--- config.mk ---
export PLATFORM = sky130hd
export DESIGN_NAME = cc_io_hub_flat
export DESIGN_NICKNAME = d
export VERILOG_FILES = /design/src/rtl/cc_io_hub_if.sv /design/src/rtl/cc_io_hub.sv /design/src/flat_wrapper.sv
export SDC_FILE = /design/constraint.sdc
export NUM_CORES = 1
export LEC_CHECK = 0
export BUFFER_PORTS_ARGS = -buffer_cell sky130_fd_sc_hd__buf_2
export CAP_MARGIN = 20
export CORE_MARGIN = 2
export CORE_UTILIZATION = 44
export CTS_CLUSTER_SIZE = 30
export DETAILED_ROUTE_END_ITERATION = 6
export GPL_TIMING_DRIVEN = 0
export HOLD_SLACK_MARGIN = 0.15
export PLACE_DENSITY = 0.87
export SYNTH_ARGS = -nofsm -noshare
export SYNTH_HDL_FRONTEND = slang
export SYNTH_SLANG_ARGS = --single-unit
--- constraint.sdc ---
create_clock -name clk -period 1.8 [get_ports clk]
set_clock_uncertainty 0.1 [all_clocks]
set_input_delay 0.18 -clock clk [delete_from_list [all_inputs] [get_ports clk]]
set_output_delay 0.18 -clock clk [all_outputs]
set_load 0.02 [all_outputs]
--- src/rtl/cc_io_hub_if.sv ---
// rtl/cc_io_hub_if.sv - PicoBlaze port-I/O bus between the processor and the hub
interface cc_io_hub_if;
    logic [7:0] port_id;
    logic [7:0] port_out;
    logic [7:0] port_in;
    logic       write_strobe;
    logic       kwrite_strobe;
    logic       read_strobe;
    logic       interrupt;
    logic       interrupt_ack;

    modport master (
        output port_id, port_out, write_strobe, kwrite_strobe, read_strobe, interrupt_ack,
        input  port_in, interrupt
    );

    modport slave (
        input  port_id, port_out, write_strobe, kwrite_strobe, read_strobe, interrupt_ack,
        output port_in, interrupt
    );
endinterface

--- src/rtl/cc_io_hub.sv ---
// rtl/cc_io_hub.sv - PicoBlaze port-I/O hub for LogCap, UART FIFOs and board IO
// Optional button edge events at port 0x17 when CCH_BUTTON_EVENT_EN is defined.
module cc_io_hub #(
    parameter int NUM_REGS   = 8,
    parameter int INT_PERIOD = 100_000_000
) (
    input  logic                  clk,
    input  logic                  reset,
    cc_io_hub_if.slave            pb,
    input  logic [7:0]            data_rx,
    input  logic                  urx_buffer_full,
    input  logic                  urx_buffer_half_full,
    input  logic                  urx_buffer_data_present,
    output logic                  urx_buffer_read,
    output logic [7:0]            data_tx,
    input  logic                  utx_buffer_full,
    input  logic                  utx_buffer_half_full,
    input  logic                  utx_buffer_data_present,
    output logic                  utx_buffer_write,
    input  logic [8*NUM_REGS-1:0] reg_in,
    output logic [8*NUM_REGS-1:0] reg_out,
    output logic [7:0]            command,
    output logic                  command_strobe,
    input  logic [7:0]            status,
    output logic [15:0]           led,
    input  logic [15:0]           switch,
    input  logic [7:0]            button
);
    localparam int CNT_W = $clog2(INT_PERIOD);

    typedef enum logic {S_IDLE, S_PEND} int_state_e;

    int_state_e            state_q;
    logic                  interrupt_q;
    logic [CNT_W-1:0]      cnt_q, cnt_d;
    logic                  tick;
    logic [7:0]            port_in_q, port_in_d;
    logic [8*NUM_REGS-1:0] reg_out_q, reg_out_d;
    logic [7:0]            command_q, command_d;
    logic                  command_strobe_q, command_strobe_d;
    logic [15:0]           led_q, led_d;
    logic                  int_en_q, int_en_d;
    logic [2:0]            flags_q, flags_d;   // {tx_ovf, rx_udf, int_ovr}
    logic                  urx_read_q, urx_read_d;
    logic                  wr_cmd, wr_tx, rd_rx, int_ovr_set;

    assign tick   = (cnt_q == CNT_W'(INT_PERIOD - 1));
    assign cnt_d  = tick ? '0 : cnt_q + 1'b1;
    assign wr_cmd = pb.write_strobe && (pb.port_id == 8'h10);
    assign wr_tx  = pb.write_strobe && (pb.port_id == 8'h11);
    assign rd_rx  = pb.read_strobe && (pb.port_id == 8'h11);

`ifdef CCH_BUTTON_EVENT_EN
    logic [7:0] btn_q, btn_evt_q, btn_evt_d;
    logic       rd_evt;

    assign rd_evt    = pb.read_strobe && (pb.port_id == 8'h17);
    // A fresh edge in the clearing cycle survives the clear
    assign btn_evt_d = (rd_evt ? 8'h00 : btn_evt_q) | (button & ~btn_q);

    always_ff @(posedge clk) begin
        if (reset) begin
            btn_q     <= '0;
            btn_evt_q <= '0;
        end else begin
            btn_q     <= button;
            btn_evt_q <= btn_evt_d;
        end
    end
`endif

    always_comb begin
        reg_out_d = reg_out_q;
        if (pb.kwrite_strobe) begin
            for (int i = 0; i < NUM_REGS; i++)
                if (pb.port_id[3:0] == 4'(i)) reg_out_d[8*i +: 8] = pb.port_out;
        end
        if (pb.write_strobe) begin
            for (int i = 0; i < NUM_REGS; i++)
                if (pb.port_id == 8'(i)) reg_out_d[8*i +: 8] = pb.port_out;
        end
    end

    always_comb begin
        command_d        = wr_cmd ? pb.port_out : command_q;
        command_strobe_d = wr_cmd;
        led_d            = led_q;
        int_en_d         = int_en_q;
        flags_d          = flags_q;
        if (pb.write_strobe && pb.port_id == 8'h12) led_d[7:0]  = pb.port_out;
        if (pb.write_strobe && pb.port_id == 8'h13) led_d[15:8] = pb.port_out;
        if (pb.write_strobe && pb.port_id == 8'h14) int_en_d    = pb.port_out[0];
        if (pb.write_strobe && pb.port_id == 8'h15) flags_d     = flags_q & ~pb.port_out[2:0];
        // Set events are applied after the clear so they win a same-cycle race
        flags_d    = flags_d | {wr_tx & utx_buffer_full, rd_rx & ~urx_buffer_data_present, int_ovr_set};
        urx_read_d = rd_rx & urx_buffer_data_present;
    end

    assign int_ovr_set = (state_q == S_PEND) && int_en_d && tick && !pb.interrupt_ack;

    always_comb begin
        port_in_d = 8'h00;
        for (int i = 0; i < NUM_REGS; i++)
            if (pb.port_id == 8'(i)) port_in_d = reg_in[8*i +: 8];
        case (pb.port_id)
            8'h10: port_in_d = status;
            8'h11: port_in_d = data_rx;
            8'h12: port_in_d = {2'b00, urx_buffer_full, urx_buffer_half_full, urx_buffer_data_present,
                                utx_buffer_full, utx_buffer_half_full, utx_buffer_data_present};
            8'h13: port_in_d = switch[7:0];
            8'h14: port_in_d = switch[15:8];
            8'h15: port_in_d = button;
            8'h16: port_in_d = {5'b00000, flags_q};
`ifdef CCH_BUTTON_EVENT_EN
            8'h17: port_in_d = btn_evt_q;
`endif
            default: ;
        endcase
    end

    always_ff @(posedge clk) begin
        if (reset) begin
            cnt_q            <= '0;
            port_in_q        <= '0;
            reg_out_q        <= '0;
            command_q        <= '0;
            command_strobe_q <= 1'b0;
            led_q            <= '0;
            int_en_q         <= 1'b1;
            flags_q          <= '0;
            urx_read_q       <= 1'b0;
        end else begin
            cnt_q            <= cnt_d;
            port_in_q        <= port_in_d;
            reg_out_q        <= reg_out_d;
            command_q        <= command_d;
            command_strobe_q <= command_strobe_d;
            led_q            <= led_d;
            int_en_q         <= int_en_d;
            flags_q          <= flags_d;
            urx_read_q       <= urx_read_d;
        end
    end

    // An ack coinciding with a tick re-arms immediately, so the request stays pending
    always_ff @(posedge clk) begin
        if (reset) begin
            state_q     <= S_IDLE;
            interrupt_q <= 1'b0;
        end else begin
            case (state_q)
                S_IDLE: if (tick && int_en_d) begin
                    state_q     <= S_PEND;
                    interrupt_q <= 1'b1;
                end
                S_PEND: if (!int_en_d || (pb.interrupt_ack && !tick)) begin
                    state_q     <= S_IDLE;
                    interrupt_q <= 1'b0;
                end
                default: begin
                    state_q     <= S_IDLE;
                    interrupt_q <= 1'b0;
                end
            endcase
        end
    end

    assign pb.port_in       = port_in_q;
    assign pb.interrupt     = interrupt_q;
    assign urx_buffer_read  = urx_read_q;
    assign data_tx          = pb.port_out;
    assign utx_buffer_write = wr_tx;
    assign reg_out          = reg_out_q;
    assign command          = command_q;
    assign command_strobe   = command_strobe_q;
    assign led              = led_q;
endmodule

--- src/flat_wrapper.sv ---
// flat-port wrapper written by rule: the top's interface ports become plain ports
module cc_io_hub_flat 
#(
    parameter int NUM_REGS   = 8,
    parameter int INT_PERIOD = 100_000_000
)
  (clk, reset, data_rx, urx_buffer_full, urx_buffer_half_full, urx_buffer_data_present, urx_buffer_read, data_tx, utx_buffer_full, utx_buffer_half_full, utx_buffer_data_present, utx_buffer_write, reg_in, reg_out, command, command_strobe, status, led, switch, button, pb_port_id, pb_port_out, pb_write_strobe, pb_kwrite_strobe, pb_read_strobe, pb_interrupt_ack, pb_port_in, pb_interrupt);
  cc_io_hub_if pb_i ();
  input  logic clk;
  input  logic reset;
  input  logic [7:0] data_rx;
  input  logic urx_buffer_full;
  input  logic urx_buffer_half_full;
  input  logic urx_buffer_data_present;
  output logic urx_buffer_read;
  output logic [7:0] data_tx;
  input  logic utx_buffer_full;
  input  logic utx_buffer_half_full;
  input  logic utx_buffer_data_present;
  output logic utx_buffer_write;
  input  logic [8*NUM_REGS-1:0] reg_in;
  output logic [8*NUM_REGS-1:0] reg_out;
  output logic [7:0] command;
  output logic command_strobe;
  input  logic [7:0] status;
  output logic [15:0] led;
  input  logic [15:0] switch;
  input  logic [7:0] button;
  input wire logic [$bits(pb_i.port_id)-1:0] pb_port_id;
  input wire logic [$bits(pb_i.port_out)-1:0] pb_port_out;
  input wire logic [$bits(pb_i.write_strobe)-1:0] pb_write_strobe;
  input wire logic [$bits(pb_i.kwrite_strobe)-1:0] pb_kwrite_strobe;
  input wire logic [$bits(pb_i.read_strobe)-1:0] pb_read_strobe;
  input wire logic [$bits(pb_i.interrupt_ack)-1:0] pb_interrupt_ack;
  output wire logic [$bits(pb_i.port_in)-1:0] pb_port_in;
  output wire logic [$bits(pb_i.interrupt)-1:0] pb_interrupt;
  assign pb_i.port_id = pb_port_id;
  assign pb_i.port_out = pb_port_out;
  assign pb_i.write_strobe = pb_write_strobe;
  assign pb_i.kwrite_strobe = pb_kwrite_strobe;
  assign pb_i.read_strobe = pb_read_strobe;
  assign pb_i.interrupt_ack = pb_interrupt_ack;
  assign pb_port_in = pb_i.port_in;
  assign pb_interrupt = pb_i.interrupt;
  cc_io_hub #(.NUM_REGS(NUM_REGS), .INT_PERIOD(INT_PERIOD)) u_core (.clk(clk), .reset(reset), .pb(pb_i), .data_rx(data_rx), .urx_buffer_full(urx_buffer_full), .urx_buffer_half_full(urx_buffer_half_full), .urx_buffer_data_present(urx_buffer_data_present), .urx_buffer_read(urx_buffer_read), .data_tx(data_tx), .utx_buffer_full(utx_buffer_full), .utx_buffer_half_full(utx_buffer_half_full), .utx_buffer_data_present(utx_buffer_data_present), .utx_buffer_write(utx_buffer_write), .reg_in(reg_in), .reg_out(reg_out), .command(command), .command_strobe(command_strobe), .status(status), .led(led), .switch(switch), .button(button));
endmodule
# Word-level counts from Yosys, hierarchy flattened
# Index checks and enable logic that the tools add are counted.
totals:
  output_inout_bits: 108
  regBits: 131
  inputBits: 132
  word_cells: 100
op_classes:
  n_eq_ne: 24
  n_reduce_logical: 20
  add_sub_neg: 1
  mux: 35
  bitwise: 8
op_table:
  columns: ["operator", "n"]
  rows:
  - ["8-bit two-way mux", 24]
  - ["64-bit two-way mux", 2]
  - ["8-bit by 5-bit == test with 1-bit output, second input constant", 7]
  - ["8-bit one-hot mux with 7 select lines", 1]
  - ["8-bit by 3-bit == test with 1-bit output, second input constant", 4]
  - ["27-bit by 1-bit adder with 27-bit output, second input constant", 1]
  - ["27-bit == test, second input constant", 1]
  - ["4-bit by 3-bit == test with 1-bit output, second input constant", 4]
  - ["8-bit by 2-bit == test with 1-bit output, second input constant", 2]
  - ["1-bit logical AND", 12]
  - ["4-bit by 2-bit == test with 1-bit output, second input constant", 2]
  - ["8-bit by 1-bit == test with 1-bit output, second input constant", 1]
  - ["8-bit logical NOT", 1]
  - ["1-bit two-way mux", 5]
  - ["4-bit by 1-bit == test with 1-bit output, second input constant", 1]
  - ["4-bit logical NOT", 1]
  - ["1-bit one-hot mux with 2 select lines", 2]
  - ["1-bit bitwise AND", 3]
  - ["3-bit bitwise AND", 1]
  - ["1-bit logical NOT", 3]
  - ["3-bit two-way mux", 1]
  - ["3-bit inverter", 1]
  - ["3-bit OR", 1]
  - ["2-bit by 1-bit != test with 1-bit output, second input constant", 1]
  - ["5 further kinds", 6]

# Depth between registers and ports, before layout
depth:
  depth_word: 10
  mapped_depth: 8
  ltp_nobuf: 5

# Worst setup path after synthesis
# No wires, ideal clock.
synth_path:
  kind: "register to register"
  from: "reg u_core.cnt_q[22]"
  to: "reg u_core.cnt_q[18]"
  setup_time_ns: 0.117
  arrival_ns: 1.547
  path_stages_with_launch: 8
  required_ns: 1.583
  path_buffers: 2
  setup_slack_ns: 0.036
  synth_period_minus_slack_ns: 1.764
  cell_sequence: "dfxtp_1 and3_1 nand4_1 nor4_2 or2_1 buf_2 buf_2 nor2_1"
synth_via:
  elab_chain_cells: 2
synth_lines:
  columns: ["item", "line", "source"]
  rows:
  - ["start: declaration", "cc_io_hub.sv:35", "logic [CNT_W-1:0] cnt_q, cnt_d;"]
  - ["start signal: assignment", "cc_io_hub.sv:133", "cnt_q <= cnt_d;"]
  - ["27-bit == test", "cc_io_hub.sv:47", "assign tick = (cnt_q == CNT_W'(INT_PERIOD - 1));"]
  - ["2-bit OR reduction (no source line)", null, null]
# Every way passes these cells.
# A chain may end at the register's enable or synchronous reset.

# Final worst setup path
layout_path:
  from: "in pb_port_id[1]"
  to: "reg u_core.port_in_q[4], in the netlist u_core.pb.port_in[4]"
layout_via:
  elab_chain_cells: 10
  word_cells_on_any_way: 24
  cone_classes: "eq/ne (14); mux (9); reduce/logical (1)"
layout_lines:
  columns: ["item", "line", "source"]
  rows:
  - ["start: declaration", "flat_wrapper.sv:29", "input wire logic [$bits(pb_i.port_id)-1:0] pb_port_id;"]
  - ["8-bit logical NOT", "cc_io_hub.sv:104", "if (pb.port_id == 8'(i)) port_in_d = reg_in[8*i +: 8];"]
  - ["8-bit two-way mux (8 in series)", "cc_io_hub.sv:104", null]
  - ["8-bit one-hot mux with 7 select lines *", "cc_io_hub.sv:105", "case (pb.port_id)"]
  - ["end signal: assignment", "cc_io_hub.sv:134", "port_in_q <= port_in_d;"]
  - ["end: declaration", "cc_io_hub.sv:37", "logic [7:0] port_in_q, port_in_d;"]
# Every way passes the cells marked *; elsewhere a longest branch is shown, timed or not.

==> impl_metrics.toml <==
[layout]
final_util = 0.635
n_antenna_cell = 0
nNetsFinal = 1128
fillers = 1119
final_common_cell = "buf_2"
area_growth_pct = 42.2
final_cell_mix = "254 x buf_2, 120 x dfxtp_1, 108 x nor2_1, 71 x mux2i_1, 48 x nand2_1"
drive_gt1_frac = 0.360

[flow_run]
drv_cap = 0

[route]
vias = 6618
wl_met3_um = 2080
dr.first_iter.drc_count = 601
post_drt_wl_per_cell_um = 19.6
dr_wl_met2_um = 11000
highest_layer = "met4"
drc = 0
viasPerCell = 5.58
dr.pass1.iters = 5
wl_um = 23200
ant_nets = 0
wl_met1_um = 8880

[clock_tree]
clk_latency_ns = 0.42
htreeDepth = 4
path_clk_slew_ns = 0.06
clock-sinks = 131
cts_tree = "built"
cts-root-buf = "clkbuf_16"
clk_path_buf_depth = 2
cts_buffers = 17

[floorplanning]
die_h_um = 122
io_pins = 240
dieArea_sq_um = 15000
rows = 43
start_util = 0.447
coreArea_sq_um = 13800
die_x_um = 122

[critical_path]
critPathArrivalTime_ns = 1.99
crit_fanout = 10
startpoint_type = "primary input"
critPathKind = "in -> reg"
endpoint_kind = "register"
worstPathRequired_ns = 1.98

[placement]
pre_cts_ws_ns = -0.875
io_buffers = 237
gp_congestion = 0.954
hpwl_um = 16300

[timing]
max_freq_mhz = 552
worstMarginPinSlew_ns = 0.751
fin_crit_sh = 1.01
post-route-min-period_ns = 1.81
drv_slew = 0
hold_viol_final = 0
setup_viol = 1
slew_headroom = 0.499
fin_ws_ns = -0.0110

[synthesis]
synth.distinct_cells = 59
synth_edf_count = 0
synth-seq-area-share = 0.426
ys_ff_latch = 131
synthesis.nets = 829
ys.flop_type = "dfxtp_1"
yosysWarnings = 0
netlist_area_sq_um = 6150
syn_inst = 696
async_flop_share = 0
syn_avg_cell_area_sq_um = 8.84

[grt]
grt_pass1_wl_um = 34200
grt_use_total = 0.305
grt_pass1_vias = 6482
grt_max_degree = 17
antenna_found_initial = 0
grt_overflow = 0

[power]
ir_worst_vdd_mv = 0.709
power_density_nw_per_um2 = 841
leakage_uw = 0.00383

[status]
violations = "negative setup slack"
outcome = "finished with violations"

[worst_hold_path]
min_path_type = "in -> reg"
==> cell usage after synthesis, types with 3 or more instances <==
cell type | count | area share
nand3_1 | 34 | 0.028
xor2_1 | 19 | 0.027
nor2_1 | 110 | 0.067
or3_1 | 5 | 0.0051
clkbuf_1 | 25 | 0.015
nand2_1 | 49 | 0.030
nor2b_1 | 9 | 0.0091
inv_1 | 6 | 0.0037
nor4_1 | 8 | 0.0081
a31oi_1 | 3 | 0.0030
a21oi_1 | 45 | 0.037
and2_1 | 6 | 0.0061
o2bb2ai_1 | 3 | 0.0043
and3_1 | 4 | 0.0041
buf_2 | 24 | 0.020
a22oi_1 | 5 | 0.0061
buf_4 | 9 | 0.011
a22o_1 | 10 | 0.014
nor3_1 | 5 | 0.0041
mux2i_1 | 71 | 0.12
a222oi_1 | 4 | 0.0065
o22ai_1 | 3 | 0.0030
nor3b_1 | 3 | 0.0037
and4_1 | 6 | 0.0085
a221oi_1 | 6 | 0.0085
mux2_2 | 13 | 0.024
nand4_1 | 12 | 0.012
dfxtp_1 | 131 | 0.43
xnor2_1 | 6 | 0.0085
o21ai_0 | 22 | 0.018
==> per-layer routing <==
layer / up-vias / global-route usage
li1: 3060 / -
met1: 3110 / 0.341
met2: 360 / 0.515
met3: 88 / 0.0860
met4: 0 / 0.186
met5: - / 0
==> per-stage QoR <==
step	instances	power, uW	TNS (ns)	hold slack, ns	instance area [sq um]
floorplan	696	3380	0	0.228	6150
global placement	1113	3700	-43.61	0.338	7570
detailed placement	1113	3710	-45.33	0.347	7570
CTS	1178	7340	0	0.153	8590
global route	1187	7560	-0.00842	0.209	8750
finish	1187	7360	-0.0110	0.182	8750
==> worst paths after layout <==
kind,startpoint,endpoint,slack [ns],cells after the start
worst max-delay path,pb_port_id[1],u_core.pb.port_in[4],-0.01,7
worst max register to register,u_core.cnt_q[11],u_core.cnt_q[22],0.08,7
worst min register to register,u_core.cnt_q[0],u_core.cnt_q[0],0.35,1
worst min-delay path,reg_in[55],u_core.pb.port_in[7],0.18,4
==> power by group <==
group,leakage (uW),switching [uW],internal (uW)
Combinational,0.00247,465,347
Sequential,0.00106,18.4,2930
Clock,0.000298,1370,2230
Total,0.00383,1850,5500
==> critical path, stage by stage <==
cell      delay [ns]
buf_2           0.19
buf_2           0.27
nor2_1          0.19
a22o_1          0.29
a222oi_1        0.56
o22a_1          0.25
o21ai_1         0.06
==> timing repair <==
action	in CTS	in global routing
resized for setup	15	33
setup endpoints to repair	54	76
hold buffers	33	0
buffers inserted	1	10
hold endpoints to repair	23	0
pin swaps	2	8
==> sequential cells by signal, summed over array words and instances (netlist names), 3 cells and up <==
register and flops:
u_core.reg_out 64, u_core.cnt_q 27, u_core.led 16, u_core.command 8, u_core.pb.port_in 8, u_core.flags_q 3
==> cells by family after synthesis <==
| family | share of synthesized area |
|---|---|
| AND/OR/NAND/NOR | 0.217 |
| flip-flops | 0.426 |
| AO/OA/AOI/OAI | 0.121 |
| multiplexers | 0.148 |
| buffers and inverters | 0.0506 |
| XOR/XNOR | 0.0356 |
| adder cells (fa/ha/maj) | 0.00203 |
==> area by class of cell <==
class / count / area [sq um] / share of cell area
well taps: 180 / 225 / 0.0257
multi-input cells: 499 / 3320 / 0.379
repair buffers: 281 / 1610 / 0.184
inverters: 6 / 22.5 / 0.00257
clock buffers: 18 / 439 / 0.0502
flip-flops and latches: 131 / 2640 / 0.302
clock inverters: 13 / 173 / 0.0197
plain buffers: 59 / 325 / 0.0372
Power figures use the tool's default switching activity.
